<file path="src/rtl/riscvibe_mem_arbiter_if.sv">
// Bus bundle between the IF/MEM-stage requesters, the memory arbiter and the unified memory.
// The master modport is the arbiter's view; the slave modport is the requesters' and memory's view.
interface riscvibe_mem_arbiter_if;
  logic        i_req;
  logic [31:0] i_addr;
  logic        i_done;
  logic [31:0] i_rdata;

  logic        d_req;
  logic        d_we;
  logic [3:0]  d_be;
  logic [31:0] d_addr;
  logic [31:0] d_wdata;
  logic        d_done;
  logic [31:0] d_rdata;

  logic        m_req;
  logic        m_we;
  logic [3:0]  m_be;
  logic [31:0] m_addr;
  logic [31:0] m_wdata;
  logic        m_ack;
  logic [31:0] m_rdata;

  modport master (
    input  i_req, i_addr, d_req, d_we, d_be, d_addr, d_wdata, m_ack, m_rdata,
    output i_done, i_rdata, d_done, d_rdata, m_req, m_we, m_be, m_addr, m_wdata
  );

  modport slave (
    output i_req, i_addr, d_req, d_we, d_be, d_addr, d_wdata, m_ack, m_rdata,
    input  i_done, i_rdata, d_done, d_rdata, m_req, m_we, m_be, m_addr, m_wdata
  );
endinterface

</file>
<file path="src/rtl/riscvibe_mem_arbiter.sv">
// Single-port memory arbiter: one outstanding fetch or data transaction, watchdog-bounded.
// Define RISCVIBE_ARB_RR_EN for round-robin on contention; default is fixed data-port priority.
module riscvibe_mem_arbiter #(
  parameter int unsigned TIMEOUT = 255
) (
  input  logic                   clk,
  input  logic                   rst_n,
  riscvibe_mem_arbiter_if.master bus,
  output logic                   err,
  input  logic                   err_clr
);

  localparam logic [1:0]  ST_IDLE   = 2'd0;
  localparam logic [1:0]  ST_BUSY_I = 2'd1;
  localparam logic [1:0]  ST_BUSY_D = 2'd2;
  localparam logic [15:0] TO_VAL    = 16'(TIMEOUT);

  logic [1:0]  state;
  logic [15:0] cnt;
  logic        idle, busy_i, busy_d, busy;
  logic        to_hit, complete;
  logic        grant_i, grant_d;

  assign idle   = (state == ST_IDLE);
  assign busy_i = (state == ST_BUSY_I);
  assign busy_d = (state == ST_BUSY_D);
  assign busy   = busy_i || busy_d;

  // A zero TIMEOUT keeps cnt at 0 but to_hit is masked, so the watchdog never fires.
  assign to_hit   = (TO_VAL != 16'd0) && busy && (cnt == TO_VAL) && !bus.m_ack;
  assign complete = busy && (bus.m_ack || to_hit);

  assign bus.i_done  = busy_i && complete;
  assign bus.d_done  = busy_d && complete;
  assign bus.i_rdata = (busy_i && bus.m_ack) ? bus.m_rdata : 32'h0;
  assign bus.d_rdata = (busy_d && bus.m_ack) ? bus.m_rdata : 32'h0;

`ifdef RISCVIBE_ARB_RR_EN
  logic last_d;

  assign grant_d = idle && bus.d_req && (!bus.i_req || !last_d);
  assign grant_i = idle && bus.i_req && !grant_d;

  always_ff @(posedge clk or negedge rst_n) begin
    if (!rst_n) begin
      last_d <= 1'b0;
    end else if (grant_d) begin
      last_d <= 1'b1;
    end else if (grant_i) begin
      last_d <= 1'b0;
    end
  end
`else
  assign grant_d = idle && bus.d_req;
  assign grant_i = idle && bus.i_req && !bus.d_req;
`endif

  always_ff @(posedge clk or negedge rst_n) begin
    if (!rst_n) begin
      state       <= ST_IDLE;
      cnt         <= 16'd0;
      bus.m_req   <= 1'b0;
      bus.m_we    <= 1'b0;
      bus.m_be    <= 4'h0;
      bus.m_addr  <= 32'h0;
      bus.m_wdata <= 32'h0;
    end else begin
      case (state)
        ST_IDLE: begin
          cnt <= 16'd0;
          if (grant_d) begin
            state       <= ST_BUSY_D;
            bus.m_req   <= 1'b1;
            bus.m_we    <= bus.d_we;
            bus.m_be    <= bus.d_be;
            bus.m_addr  <= bus.d_addr;
            bus.m_wdata <= bus.d_wdata;
          end else if (grant_i) begin
            state       <= ST_BUSY_I;
            bus.m_req   <= 1'b1;
            bus.m_we    <= 1'b0;
            bus.m_be    <= 4'hF;
            bus.m_addr  <= bus.i_addr;
            bus.m_wdata <= 32'h0;
          end
        end
        ST_BUSY_I, ST_BUSY_D: begin
          if (complete) begin
            state     <= ST_IDLE;
            bus.m_req <= 1'b0;
            cnt       <= 16'd0;
          end else if (cnt != TO_VAL) begin
            cnt <= cnt + 16'd1;
          end
        end
        default: begin
          state     <= ST_IDLE;
          bus.m_req <= 1'b0;
          cnt       <= 16'd0;
        end
      endcase
    end
  end

  // A timeout in the same cycle as err_clr leaves err set.
  always_ff @(posedge clk or negedge rst_n) begin
    if (!rst_n) begin
      err <= 1'b0;
    end else if (to_hit) begin
      err <= 1'b1;
    end else if (err_clr) begin
      err <= 1'b0;
    end
  end

endmodule

</file>
<file path="src/flat_wrapper.sv">
// flat-port wrapper written by rule: the top's interface ports become plain ports
module riscvibe_mem_arbiter_flat 
#(
  parameter int unsigned TIMEOUT = 255
)
  (clk, rst_n, err, err_clr, bus_i_req, bus_i_addr, bus_d_req, bus_d_we, bus_d_be, bus_d_addr, bus_d_wdata, bus_m_ack, bus_m_rdata, bus_i_done, bus_i_rdata, bus_d_done, bus_d_rdata, bus_m_req, bus_m_we, bus_m_be, bus_m_addr, bus_m_wdata);
  riscvibe_mem_arbiter_if bus_i ();
  input  logic clk;
  input  logic rst_n;
  output logic err;
  input  logic err_clr;
  input wire logic [$bits(bus_i.i_req)-1:0] bus_i_req;
  input wire logic [$bits(bus_i.i_addr)-1:0] bus_i_addr;
  input wire logic [$bits(bus_i.d_req)-1:0] bus_d_req;
  input wire logic [$bits(bus_i.d_we)-1:0] bus_d_we;
  input wire logic [$bits(bus_i.d_be)-1:0] bus_d_be;
  input wire logic [$bits(bus_i.d_addr)-1:0] bus_d_addr;
  input wire logic [$bits(bus_i.d_wdata)-1:0] bus_d_wdata;
  input wire logic [$bits(bus_i.m_ack)-1:0] bus_m_ack;
  input wire logic [$bits(bus_i.m_rdata)-1:0] bus_m_rdata;
  output wire logic [$bits(bus_i.i_done)-1:0] bus_i_done;
  output wire logic [$bits(bus_i.i_rdata)-1:0] bus_i_rdata;
  output wire logic [$bits(bus_i.d_done)-1:0] bus_d_done;
  output wire logic [$bits(bus_i.d_rdata)-1:0] bus_d_rdata;
  output wire logic [$bits(bus_i.m_req)-1:0] bus_m_req;
  output wire logic [$bits(bus_i.m_we)-1:0] bus_m_we;
  output wire logic [$bits(bus_i.m_be)-1:0] bus_m_be;
  output wire logic [$bits(bus_i.m_addr)-1:0] bus_m_addr;
  output wire logic [$bits(bus_i.m_wdata)-1:0] bus_m_wdata;
  assign bus_i.i_req = bus_i_req;
  assign bus_i.i_addr = bus_i_addr;
  assign bus_i.d_req = bus_d_req;
  assign bus_i.d_we = bus_d_we;
  assign bus_i.d_be = bus_d_be;
  assign bus_i.d_addr = bus_d_addr;
  assign bus_i.d_wdata = bus_d_wdata;
  assign bus_i.m_ack = bus_m_ack;
  assign bus_i.m_rdata = bus_m_rdata;
  assign bus_i_done = bus_i.i_done;
  assign bus_i_rdata = bus_i.i_rdata;
  assign bus_d_done = bus_i.d_done;
  assign bus_d_rdata = bus_i.d_rdata;
  assign bus_m_req = bus_i.m_req;
  assign bus_m_we = bus_i.m_we;
  assign bus_m_be = bus_i.m_be;
  assign bus_m_addr = bus_i.m_addr;
  assign bus_m_wdata = bus_i.m_wdata;
  riscvibe_mem_arbiter #(.TIMEOUT(TIMEOUT)) u_core (.clk(clk), .rst_n(rst_n), .bus(bus_i), .err(err), .err_clr(err_clr));
endmodule
</file>
<file path="config.mk">
export PLATFORM = sky130hd
export DESIGN_NAME = riscvibe_mem_arbiter_flat
export DESIGN_NICKNAME = d
export VERILOG_FILES = /design/src/rtl/riscvibe_mem_arbiter_if.sv /design/src/rtl/riscvibe_mem_arbiter.sv /design/src/flat_wrapper.sv
export SDC_FILE = /design/constraint.sdc
export NUM_CORES = 1
export LEC_CHECK = 0
export ABC_AREA = 0
export BUFFER_PORTS_ARGS = -buffer_cell sky130_fd_sc_hd__buf_2
export CAP_MARGIN = 20
export CELL_PAD_IN_SITES_DETAIL_PLACEMENT = 0
export CELL_PAD_IN_SITES_GLOBAL_PLACEMENT = 1
export CORE_ASPECT_RATIO = 0.6
export CORE_UTILIZATION = 30
export DETAILED_ROUTE_END_ITERATION = 10
export PLACE_DENSITY = 0.85
export SLEW_MARGIN = 10
export SYNTH_ARGS = -nofsm -noshare
export SYNTH_HDL_FRONTEND = slang
export SYNTH_SLANG_ARGS = --single-unit
export TNS_END_PERCENT = 50
</file>
<file path="constraint.sdc">
create_clock -name clk -period 2.7 [get_ports clk]
set_clock_uncertainty 0.1 [all_clocks]
set_input_delay 0.405 -clock clk [delete_from_list [all_inputs] [get_ports clk]]
set_output_delay 0.405 -clock clk [all_outputs]
set_load 0.02 [all_outputs]
</file>
==> flow_summary.rst, run 1 <==
.. list-table::
   :header-rows: 1

   * - Metric
     - Value
   * - Outcome
     - finished, violations left
   * - Failing checks
     - negative hold slack
   * - Worst slew margin relative to its limit
     - 0.584
   * - Last weighted congestion value of the routability-driven placer
     - a little under 0.9
   * - Overall die width
     - around 160 um
   * - Maximum achievable frequency
     - roughly 390 MHz
   * - Max Cap Violations
     - 0
   * - Cells after synthesis
     - around 450
   * - Most frequent cells in the layout
     - sky130_fd_sc_hd__buf_2, sky130_fd_sc_hd__dfrtp_1, sky130_fd_sc_hd__and3_1
   * - ANT nets after route
     - 0
   * - Cell area after layout
     - approximately 6300 um2
   * - Overall via count from detail_route
     - around 4400
   * - Final Net Count
     - approximately 850
   * - CP Class
     - reg2out
   * - Slowest cell on crit path
     - sky130_fd_sc_hd__dfrtp_1
   * - Kind of capture point of the worst setup path
     - primary output
   * - Post-synthesis cell type count
     - 36
   * - Post-detailed-placement half-perimeter wirelength
     - roughly 11000 um
   * - Via-per-instance ratio
     - 4.89
   * - Clock buffer count from CTS
     - 9
   * - Worst path cell trace
     - inv_1 -> ha_1 -> nor4b_4 -> and4_4 -> a21o_1 -> and3_1 -> buf_4
   * - Die height
     - slightly below 100 um
   * - Fin. Hold Viols
     - 23
   * - Yosys reg bits
     - 89
   * - # DRC
     - 0
   * - Minimum hold slack
     - -0.0426 ns
   * - Static Leakage
     - 3.65 nW
   * - Count of standard-cell rows
     - 33
   * - Sink count of the clock tree
     - just under 90
   * - Max H-tree Level
     - 3
   * - Number of nets produced by synthesis
     - 597
   * - First-pass GRT wire length
     - approximately 22000 um
   * - Clock root buffer master
     - sky130_fd_sc_hd__clkbuf_16
   * - Final worst path period need
     - about 2.6 ns
   * - Number of detailed-routing iterations run before antenna repair
     - 5
   * - Sequential fraction of the synthesis area
     - 0.503
   * - Via count of the first global-routing pass
     - ~3900
   * - Initial antenna violation count
     - 0
   * - Final count of negative-setup-slack endpoints
     - 0
   * - Layout area overhead
     - 42.4%
   * - Global-route total usage across every layer
     - 0.181
   * - Worst-path maximum fanout
     - 7
   * - Sort of element at the start of the critical path
     - flip-flop
   * - Delay contributed by the slowest stage of the critical path
     - 0.38 ns
   * - CP Data Required Time
     - roughly 2.2 ns
   * - Worst-path clk slew
     - 0.07 ns
   * - Wirelength per Cell
     - ~16 um
   * - Leading cell type in the layout, fill and taps excluded
     - sky130_fd_sc_hd__buf_2
   * - Proportion of layout cells with a drive suffix above 1
     - 0.435
   * - Power Total
     - 0.00609 W
   * - Overall die area
     - roughly 15000 um2
   * - Cell area after placement
     - roughly 6000 um2
   * - Post-Place Worst Slack
     - approximately 0.36 ns
   * - Data arrival at the endpoint of the critical path
     - ~2.1 ns
   * - Met2 wire length
     - around 6200 um
   * - Final period util
     - 0.959
   * - Maximum number of pins on one net before global-route repair
     - 90
   * - Hold/Removal Path Class
     - in2async
   * - Highest routed metal layer
     - met4
   * - Number of warning messages in the yosys log
     - 0
   * - Max rail drop VDD
     - 399 uV
   * - Largest buffer count on any clock path
     - 2
   * - Starting density of the core
     - 0.315
   * - Final worst slack
     - 0.111 ns
   * - CTS tree
     - yes
   * - Wire length on met1
     - just over 7000 um
   * - Clock latency on the worst-skew pair
     - 0.33 ns
   * - Iteration-0 DRC Markers
     - 400
   * - Overall overflow remaining after global route
     - 0
   * - # IOs
     - approximately 280
   * - Antenna fix cells
     - 0
   * - Syn_area_per_cell
     - approximately 9.8 um2
   * - Wire length after detailed routing
     - 14300 um
   * - Wire length on met3
     - 825 um
   * - Post-Syn Area
     - about 4400 um2
   * - Core footprint
     - 14000 um2
   * - Cell Pwr Density
     - 966 nW/um2
   * - Buffers on Ports
     - 275
   * - Total count of max-transition violations in the final report
     - 0
   * - Slew @ Worst Pin
     - ~0.62 ns
==> cells by family (layout without fill, tap and decap cells) <==
group                    after synthesis  in the layout  synth area share
AND/OR/NAND/NOR                      184            184             0.248
AO/OA/AOI/OAI                        116            116             0.169
flip-flops                            89             89             0.503
buffers and inverters                 49            310            0.0447
XOR/XNOR                              12             12            0.0237
adder cells (fa/ha/maj)                4              4            0.0113
==> metrics by stage <==
step                utilization  TNS, ns  cells
finish                    0.449        0    907
global route              0.449  -0.0161    907
CTS                       0.447        0    904
detailed placement        0.426        0    888
global placement          0.426        0    888
floorplan                     -        0    454
==> timing repair <==
| action | CTS | global route |
|---|---|---|
| setup buffers | 0 | 3 |
| endpoints found under the setup margin | 1 | 2 |
| hold buffers | 0 | 0 |
| gates resized for setup | 1 | 2 |
| pin swaps | 0 | 1 |
==> worst paths after layout <==
check	endpoint	cells past startpoint	from	slack [ns]
worst max-delay path	bus_d_done	7	u_core.state[1]	0.11
worst min-delay path	u_core.bus.m_addr[29]	2	rst_n	-0.04
worst max register to register	u_core.state[1]	7	u_core.state[1]	0.59
worst min register to register	u_core.cnt[0]	1	u_core.cnt[0]	0.36
max in group asynchronous	u_core.cnt[8]	2	rst_n	2.07
min in group clk	u_core.err	2	err_clr	0.16
==> critical path: cells and delay by family (launching register included) <==
kind	cells	cell delay [ns]
AND/OR/NAND/NOR	3	0.68
flip-flops	1	0.38
AO/OA/AOI/OAI	1	0.13
buffers and inverters	2	0.24
adder cells (fa/ha/maj)	1	0.32
==> state kept, by name (all words and copies together), names as in the netlist <==
signal and flops:
u_core.state 2, u_core.err 1, u_core.bus.m_we 1, u_core.bus.m_wdata 32, u_core.bus.m_be 4, u_core.bus.m_addr 32
u_core.bus.m_req 1, u_core.cnt 16
==> power breakdown <==
part / leakage, nW / switching (W) / internal, W
sequential: 1.13 / 0.000254 / 0.00183
clock: 0.126 / 0.000550 / 0.000634
combinational: 2.39 / 0.00182 / 0.00101
==> cell usage after synthesis <==
library cell	instances	area, um2
sky130_fd_sc_hd__a211oi_1	1	7.51
sky130_fd_sc_hd__a21o_1	1	7.51
sky130_fd_sc_hd__a21o_4	1	15.0
sky130_fd_sc_hd__a21oi_1	36	180
sky130_fd_sc_hd__a221o_1	1	10.0
sky130_fd_sc_hd__a22o_1	33	289
sky130_fd_sc_hd__a22oi_1	1	7.51
sky130_fd_sc_hd__a311oi_1	1	8.76
sky130_fd_sc_hd__and2_1	3	18.8
sky130_fd_sc_hd__and3_1	67	419
sky130_fd_sc_hd__and3b_1	32	280
sky130_fd_sc_hd__and4_1	2	17.5
sky130_fd_sc_hd__and4_4	2	22.5
sky130_fd_sc_hd__buf_1	1	3.75
sky130_fd_sc_hd__buf_2	5	25.0
sky130_fd_sc_hd__buf_6	1	11.3
sky130_fd_sc_hd__clkbuf_1	37	139
sky130_fd_sc_hd__clkinv_1	1	3.75
sky130_fd_sc_hd__dfrtp_1	89	2230
sky130_fd_sc_hd__ha_1	4	50.1
sky130_fd_sc_hd__inv_1	4	15.0
sky130_fd_sc_hd__nand2_1	39	146
sky130_fd_sc_hd__nand2b_1	2	12.5
sky130_fd_sc_hd__nand3_1	7	35.0
sky130_fd_sc_hd__nand4_1	5	31.3
sky130_fd_sc_hd__nor2_1	19	71.3
sky130_fd_sc_hd__nor3_1	1	5.00
sky130_fd_sc_hd__nor4_2	1	12.5
sky130_fd_sc_hd__nor4b_1	1	8.76
sky130_fd_sc_hd__o21ai_0	36	180
sky130_fd_sc_hd__o22a_1	4	35.0
sky130_fd_sc_hd__o22ai_1	1	6.26
sky130_fd_sc_hd__or2_2	1	6.26
sky130_fd_sc_hd__or3_1	2	12.5
sky130_fd_sc_hd__xnor2_1	1	8.76
sky130_fd_sc_hd__xor2_1	11	96.3
==> layout make-up <==
cell class | count | area [um2]
fill | 1365 | 7730
sequential | 89 | 2230
multi-input combinational | 316 | 2030
timing repair buffer | 289 | 1510
tap | 192 | 240
clock buffer | 10 | 229
clock inverter | 6 | 48.8
inverter | 5 | 18.8
==> layer usage <==
layer | global-route usage | vias to the layer above
met1 | 0.268 | 2112
li1 | - | 2136
met5 | 0 | -
met3 | 0.0422 | 13
met4 | 0.0485 | 0
met2 | 0.260 | 171
Note: power is estimated with default switching activity, not from simulation.
==> run 2: changes to the inputs <==
CELL_PAD_IN_SITES_DETAIL_PLACEMENT = 1   (was 0)
CELL_PAD_IN_SITES_GLOBAL_PLACEMENT = 2   (was 1)
CORE_UTILIZATION = 23   (was 30)
==> run 2 against run 1 <==
Against the previous run:
- the flow now finishes without violations
- clock power increased by 8%
- non-clock buffer count increased by 1
- die area increased by 30%
- critical path depth unchanged
- sequential share of layout area decreased by 0.40 points
- critical path type unchanged
==> flow_summary.rst, run 2 (synthesized netlist as in run 1, its figures left out) <==
.. list-table::
   :header-rows: 1

   * - Metric
     - Value
   * - Outcome
     - complete, no violations
   * - ANT nets after route
     - 0 (unchanged)
   * - Kind of capture point of the worst setup path
     - primary output
   * - Internal power of the cells
     - 0.00355 W (+2.4%)
   * - Last weighted congestion value of the routability-driven placer
     - 0.787 (-11%)
   * - Static Leakage
     - 3.66 nW (+0.24%)
   * - Data arrival at the endpoint of the critical path
     - 2.07 ns (about the same)
   * - Wire length after detailed routing
     - 15700 um (+9.8%)
   * - # IOs
     - 276 (unchanged)
   * - Fin. Hold Viols
     - 0 (-100%)
   * - Worst path cell trace
     - inv_1 -> ha_1 -> nor4b_2 -> and4_4 -> a21o_1 -> and3_1 -> buf_2
   * - Max Cap Violations
     - 0 (unchanged)
   * - Number of detailed-routing iterations run before antenna repair
     - 4 (-1)
   * - Max rail drop VDD
     - 374 uV (-6.3%)
   * - Final period util
     - 0.953 (-0.00634)
   * - Count of standard-cell rows
     - 38 (+15%)
   * - Global-route total usage across every layer
     - 0.157 (-0.0235)
   * - Final count of negative-setup-slack endpoints
     - 0 (unchanged)
   * - Maximum number of pins on one net before global-route repair
     - 68 (-24%)
   * - Slowest cell on crit path
     - sky130_fd_sc_hd__dfrtp_1
   * - Share of total power in sequential cells
     - 0.336 (-0.006)
   * - RSZ-0062 raised after global routing
     - false
   * - Maximum achievable frequency
     - 389 MHz (+0.67%)
   * - Sum Neg Setup Slack
     - 0 ns (unchanged)
   * - # DRC
     - 0 (unchanged)
   * - Largest buffer count on any clock path
     - 2 (unchanged)
   * - Startpoint of the most critical register-to-register path
     - u_core.state[1]
   * - Reg-to-reg slack, setup
     - 0.63 ns (+0.04 ns)
   * - Cell Pwr Density
     - 975 nW/um2 (+0.95%)
   * - Overall overflow remaining after global route
     - 0 (unchanged)
   * - Overall die area
     - 19800 um2 (+30%)
   * - Switching power
     - 0.00267 W (+1.8%)
   * - Power Total
     - 0.00622 W (+2.1%)
   * - Startpoint of the worst hold path
     - err_clr
   * - Hold/Removal Path Class
     - in2reg
   * - Starting density of the core
     - 0.240 (-0.0754)
   * - Switching share of power
     - 0.429 (-0.00140)
   * - Initial antenna violation count
     - 2 (+2)
   * - Most frequent cells in the layout
     - sky130_fd_sc_hd__buf_2, sky130_fd_sc_hd__dfrtp_1, sky130_fd_sc_hd__and3_1
   * - Die height
     - 109 um (+14%)
   * - Clock root buffer master
     - sky130_fd_sc_hd__clkbuf_16
   * - Worst-path clk slew
     - 0.06 ns (about the same)
   * - CTS tree
     - yes
   * - Delay contributed by the slowest stage of the critical path
     - 0.38 ns (about the same)
   * - Postcts setup bufs
     - 0 (unchanged)
   * - Overall via count from detail_route
     - 4412 (-0.45%)
   * - Core footprint
     - 18400 um2 (+31%)
   * - Worst hold path endpoint
     - u_core.err
   * - Clock buffer count from CTS
     - 9 (unchanged)
   * - CP Class
     - reg2out
   * - Hold path cells
     - 2
   * - Worst-path maximum fanout
     - 7 (unchanged)
   * - Combinational share of power
     - 0.460 (-0.004)
   * - Final Net Count
     - 854 (+0.12%)
   * - Slew @ Worst Pin
     - 0.842 ns (+0.218 ns)
   * - Via-per-instance ratio
     - 4.61 (-5.7%)
   * - Worst slew margin relative to its limit
     - 0.439 (-0.145)
   * - Overall die width
     - 181 um (+14%)
   * - First-pass GRT wire length
     - 24700 um (+15%)
   * - CP Data Required Time
     - 2.19 ns (about the same)
   * - Max H-tree Level
     - 3 (unchanged)
   * - Largest registers in the final layout
     - u_core.bus.m_addr (32), u_core.bus.m_wdata (32), u_core.cnt (16)
   * - Layout area overhead
     - 44.0%
   * - Depth of the worst register-to-register path
     - 6 (-1)
   * - Clock latency on the worst-skew pair
     - 0.33 ns (about the same)
   * - Capture point of the worst reg-to-reg path
     - u_core.state[1]
   * - Proportion of layout cells with a drive suffix above 1
     - 0.436 (+0.000789)
   * - Post-detailed-placement half-perimeter wirelength
     - 11900 um (+13%)
   * - Iteration-0 DRC Markers
     - 218 (-46%)
   * - Clk pwr share
     - 0.204 (+0.009)
   * - Sink count of the clock tree
     - 89 (unchanged)
   * - Buffers on Ports
     - 275 (unchanged)
   * - Wirelength per Cell
     - 16.4 um (+4.1%)
   * - Sort of element at the start of the critical path
     - flip-flop
   * - Leading cell type in the layout, fill and taps excluded
     - sky130_fd_sc_hd__buf_2
   * - Number of inserted filler cells in the final layout
     - 2221 (+63%)
   * - Via count of the first global-routing pass
     - 4419 (+14%)
   * - Final worst path period need
     - 2.57 ns (-0.0171 ns)
   * - Total count of max-transition violations in the final report
     - 0 (unchanged)
[run 2: critical path, delay by kind of cell, from the launching register on]
kind / cells / cell delay (ns)
simple gates: 3 / 0.66
flops: 1 / 0.38
fa+ha+maj: 1 / 0.33
buf+inv: 2 / 0.25
compound gates: 1 / 0.13
[run 2: metrics by stage]
stage	instance area, um2	util	hold WS [ns]	std cells	setup slack (ns)
after global placement	6060	0.328	0.333	939	0.473
after CTS	6370	0.345	0.160	956	0.0621
after global routing	6370	0.345	0.168	956	0.0103
after floorplan	4430	-	0.00941	454	0.552
final	6380	0.346	0.173	957	0.128
after detailed placement	6060	0.328	0.344	939	0.423
[run 2: timing repair]
item / 4_1_cts / 5_1_grt
resized for setup: 0 / 1
hold endpoints to repair: 41 / 0
setup endpoints to repair: 0 / 2
hold buffers: 1 / 0
[run 2: metal layers]
metal | GRT usage | part of all wire | up-vias
met5 | 0 | 0 | -
met4 | 0.0248 | 0.0057 | 0
met3 | 0.0583 | 0.074 | 11
met2 | 0.238 | 0.43 | 126
met1 | 0.216 | 0.49 | 2134
li1 | - | - | 2141
[run 2: worst max path at each step]
| stage | from | endpoint | slack (ns) | cells past startpoint |
|---|---|---|---|---|
| final | u_core.state[1] | bus_d_done | 0.13 | 7 |
| after global routing | u_core.state[0] | bus_d_done | 0.01 | 7 |
| after CTS | u_core.state[1] | bus_d_done | 0.06 | 7 |
| after floorplan | u_core.state[1] | bus_d_done | 0.55 | 7 |
| after global placement | u_core.state[0] | bus_d_done | 0.47 | 7 |
| after detailed placement | u_core.state[1] | bus_d_done | 0.42 | 7 |
[run 2: final cells by class]
class	instances	area [um2]	share of cell area
clock buffers	9	225	0.0353
repair buffers	290	1510	0.236
multi-input cells	316	2020	0.317
well taps	240	300	0.0471
clock inverters	7	76.3	0.0120
flip-flops and latches	89	2230	0.349
diodes	1	2.50	0.000392
inverters	5	18.8	0.00294
[run 2: power groups by stage]
stage / clock, W / combinational, W / sequential (W)
floorplan: 0 / 0.00115 / 0.00267
detailed placement: 0 / 0.00289 / 0.00211
global placement: 0 / 0.00286 / 0.00208
CTS: 0.00133 / 0.00290 / 0.00210
finish: 0.00127 / 0.00286 / 0.00209
global route: 0.00137 / 0.00311 / 0.00216
==> run 3: changes to the inputs <==
CAP_MARGIN = default   (was 20)
CORE_UTILIZATION = 25   (was 23)
PLACE_DENSITY = 0.91   (was 0.85)
clock period = 3.3 ns   (was 2.7 ns; I/O delays follow)
==> run 3 against run 2 <==
Against the previous run:
- combinational power down 20%
- sequential power fell by 19%
- power fell by 20%
- sequential share of layout area is 0.54 points higher
- global-route usage is 0.55 points higher
- final cell count shrank 1.7%
- critical path depth did not move
- count of clock-buffer cells in the layout rose by 1
- non-clock buffer count down 8
- wire length decreased by 3.4%
- clock power down 23%
==> flow_summary.rst, run 3 (synthesized netlist as in run 1, its figures left out) <==
.. list-table::
   :header-rows: 1

   * - Metric
     - Value
   * - Outcome
     - complete, no violations
   * - Number of detailed-routing iterations run before antenna repair
     - 4 (unchanged)
   * - Clock latency on the worst-skew pair
     - 0.33 ns (about the same)
   * - Fraction of met3 tracks used by global routing
     - 0.0375 (-0.0208)
   * - Wirelength per Cell
     - 16.1 um (-1.8%)
   * - Iteration-0 DRC Markers
     - 200 (-8.3%)
   * - # IOs
     - 276 (unchanged)
   * - Overall die area
     - 18300 um2 (-7.9%)
   * - Most utilized layer in the global route result
     - met2
   * - Max H-tree Level
     - 3 (unchanged)
   * - Via-per-instance ratio
     - 4.62 (+0.18%)
   * - Overall overflow remaining after global route
     - 0 (unchanged)
   * - Post-detailed-placement half-perimeter wirelength
     - 11000 um (-7.4%)
   * - Antenna fix cells
     - 0 (-1)
   * - Post-CTS Hold Fix Bufs
     - 0 (-1)
   * - Clock root buffer master
     - sky130_fd_sc_hd__clkbuf_16
   * - Kind of capture point of the worst setup path
     - primary output
   * - Delay contributed by the slowest stage of the critical path
     - 0.39 ns (about the same)
   * - Most frequent cells in the layout
     - sky130_fd_sc_hd__buf_2, sky130_fd_sc_hd__dfrtp_1, sky130_fd_sc_hd__and3_1
   * - Maximum number of pins on one net before global-route repair
     - 85 (+25%)
   * - Hold/Removal Path Class
     - in2async
   * - Overall die width
     - 174 um (-4.0%)
   * - Core footprint
     - 17200 um2 (-6.6%)
   * - Reg-to-reg slack, setup
     - 1.24 ns (+0.61 ns)
   * - Initial antenna violation count
     - 0 (-2)
   * - Static Leakage
     - 3.61 nW (-1.4%)
   * - Worst-path clk slew
     - 0.07 ns (about the same)
   * - Final Net Count
     - 846 (-0.94%)
   * - RSZ-0062 raised after global routing
     - false
   * - Gates resized, CTS repair
     - 0 (unchanged)
   * - GRT met1 Usage
     - 0.238 (+0.0221)
   * - Maximum achievable frequency
     - around 360 MHz
   * - Slowest cell on crit path
     - sky130_fd_sc_hd__dfrtp_1
   * - Largest buffer count on any clock path
     - 2 (unchanged)
   * - Count of standard-cell rows
     - 37 (-2.6%)
   * - Met2 usage in global routing
     - 0.248 (+0.00925)
   * - Buffers on Ports
     - 275 (unchanged)
   * - ANT nets after route
     - 0 (unchanged)
   * - Number of inserted filler cells in the final layout
     - 2094 (-5.7%)
   * - Postcts setup bufs
     - 0 (unchanged)
   * - Worst slew margin relative to its limit
     - 0.399 (-0.0396)
   * - Slew @ Worst Pin
     - 0.901 ns (+0.0595 ns)
   * - Die height
     - 105 um (-4.0%)
   * - CP Class
     - reg2out
   * - Overall via count from detail_route
     - 4346 (-1.5%)
   * - Startpoint of the most critical register-to-register path
     - u_core.state[1]
   * - Final count of negative-setup-slack endpoints
     - 0 (unchanged)
   * - Sink count of the clock tree
     - 89 (unchanged)
   * - CTS tree
     - yes
   * - Depth of the worst register-to-register path
     - 6 (unchanged)
   * - Max rail drop VDD
     - 222 uV (-41%)
   * - Final period util
     - 0.840
   * - Sort of element at the start of the critical path
     - flip-flop
   * - Final worst slack
     - 0.529 ns (+0.401 ns)
   * - Worst path cell trace
     - inv_1 -> ha_1 -> nor4b_1 -> and4_4 -> a21o_1 -> and3_1 -> buf_2
   * - Final worst path period need
     - 2.77 ns
   * - # DRC
     - 0 (unchanged)
   * - First-pass GRT wire length
     - 23800 um (-3.4%)
   * - Leading cell type in the layout, fill and taps excluded
     - sky130_fd_sc_hd__buf_2
   * - Layout area overhead
     - 41.9%
   * - Max Cap Violations
     - 0 (unchanged)
   * - Last weighted congestion value of the routability-driven placer
     - 0.805 (+2.2%)
   * - Fin. Hold Viols
     - 0 (unchanged)
   * - Global-route total usage across every layer
     - 0.163 (+0.00553)
   * - Clock buffer count from CTS
     - 9 (unchanged)
   * - Cell Pwr Density
     - 790 nW/um2 (-19%)
   * - Sum Neg Setup Slack
     - 0 ns (unchanged)
   * - Via count of the first global-routing pass
     - 4239 (-4.1%)
   * - Post-Place Worst Slack
     - 0.903 ns (+0.480 ns)
   * - Starting density of the core
     - 0.257 (+0.0171)
   * - Largest registers in the final layout
     - u_core.bus.m_addr (32), u_core.bus.m_wdata (32), u_core.cnt (16)
   * - Capture point of the worst reg-to-reg path
     - u_core.state[1]
   * - Wire length after detailed routing
     - 15200 um (-3.4%)
   * - Total count of max-transition violations in the final report
     - 0 (unchanged)
   * - Data arrival at the endpoint of the critical path
     - 2.18 ns (+0.11 ns)
   * - Proportion of layout cells with a drive suffix above 1
     - 0.429 (-0.00718)
   * - CP Data Required Time
     - 2.70 ns (+0.51 ns)
   * - Worst-path maximum fanout
     - 7 (unchanged)
## run 3: final cells by class
cell class                 instances  area (um2)  share of cell area
multi-input combinational        316        2010               0.321
clock inverter                     5        37.5             0.00598
inverter                           5        18.8             0.00299
timing repair buffer             282        1450               0.231
tap                              234         293              0.0466
clock buffer                      10         239              0.0381
sequential                        89        2230               0.355
## run 3: stage by stage
stage	std cells	util	hold WS, ns	total power, W	cell area, um2
2_1_floorplan	454	-	0.0994	0.00313	4430
3_3_place_gp	925	0.347	0.342	0.00397	5980
3_5_place_dp	925	0.347	0.354	0.00402	5980
4_1_cts	940	0.363	0.235	0.00503	6250
5_1_grt	941	0.365	0.0784	0.00530	6280
6_report	941	0.365	0.0525	0.00496	6280
## run 3: worst max path at each step
stage / slack [ns] / depth (start not counted) / startpoint / end
2_1_floorplan: 1.06 / 7 / u_core.state[1] / bus_d_done
3_3_place_gp: 0.97 / 7 / u_core.state[1] / bus_i_done
3_5_place_dp: 0.90 / 7 / u_core.state[1] / bus_i_done
4_1_cts: 0.53 / 7 / u_core.state[1] / bus_i_done
5_1_grt: 0.40 / 7 / u_core.state[1] / bus_i_done
6_report: 0.53 / 7 / u_core.state[1] / bus_i_done
## run 3: layer usage
layer,vias up,routed length (um)
li1,2135,-
met1,2095,7570
met2,114,6810
met3,2,743
met4,0,27
met5,-,0
## run 3: where the power goes
part           switching (W)  total [W]  internal (W)
combinational        0.00150    0.00228      0.000782
clock               0.000447   0.000979      0.000532
sequential          0.000208    0.00170       0.00149
total                0.00215    0.00496       0.00281
## run 3: critical path: cells and delay by family, from the launching register on
family | cells | cell delay, ns
and+or+nand+nor | 3 | 0.72
DFF | 1 | 0.39
AOI/OAI and AO/OA | 1 | 0.13
adders and majority gates | 1 | 0.34
buffers and inverters | 2 | 0.26
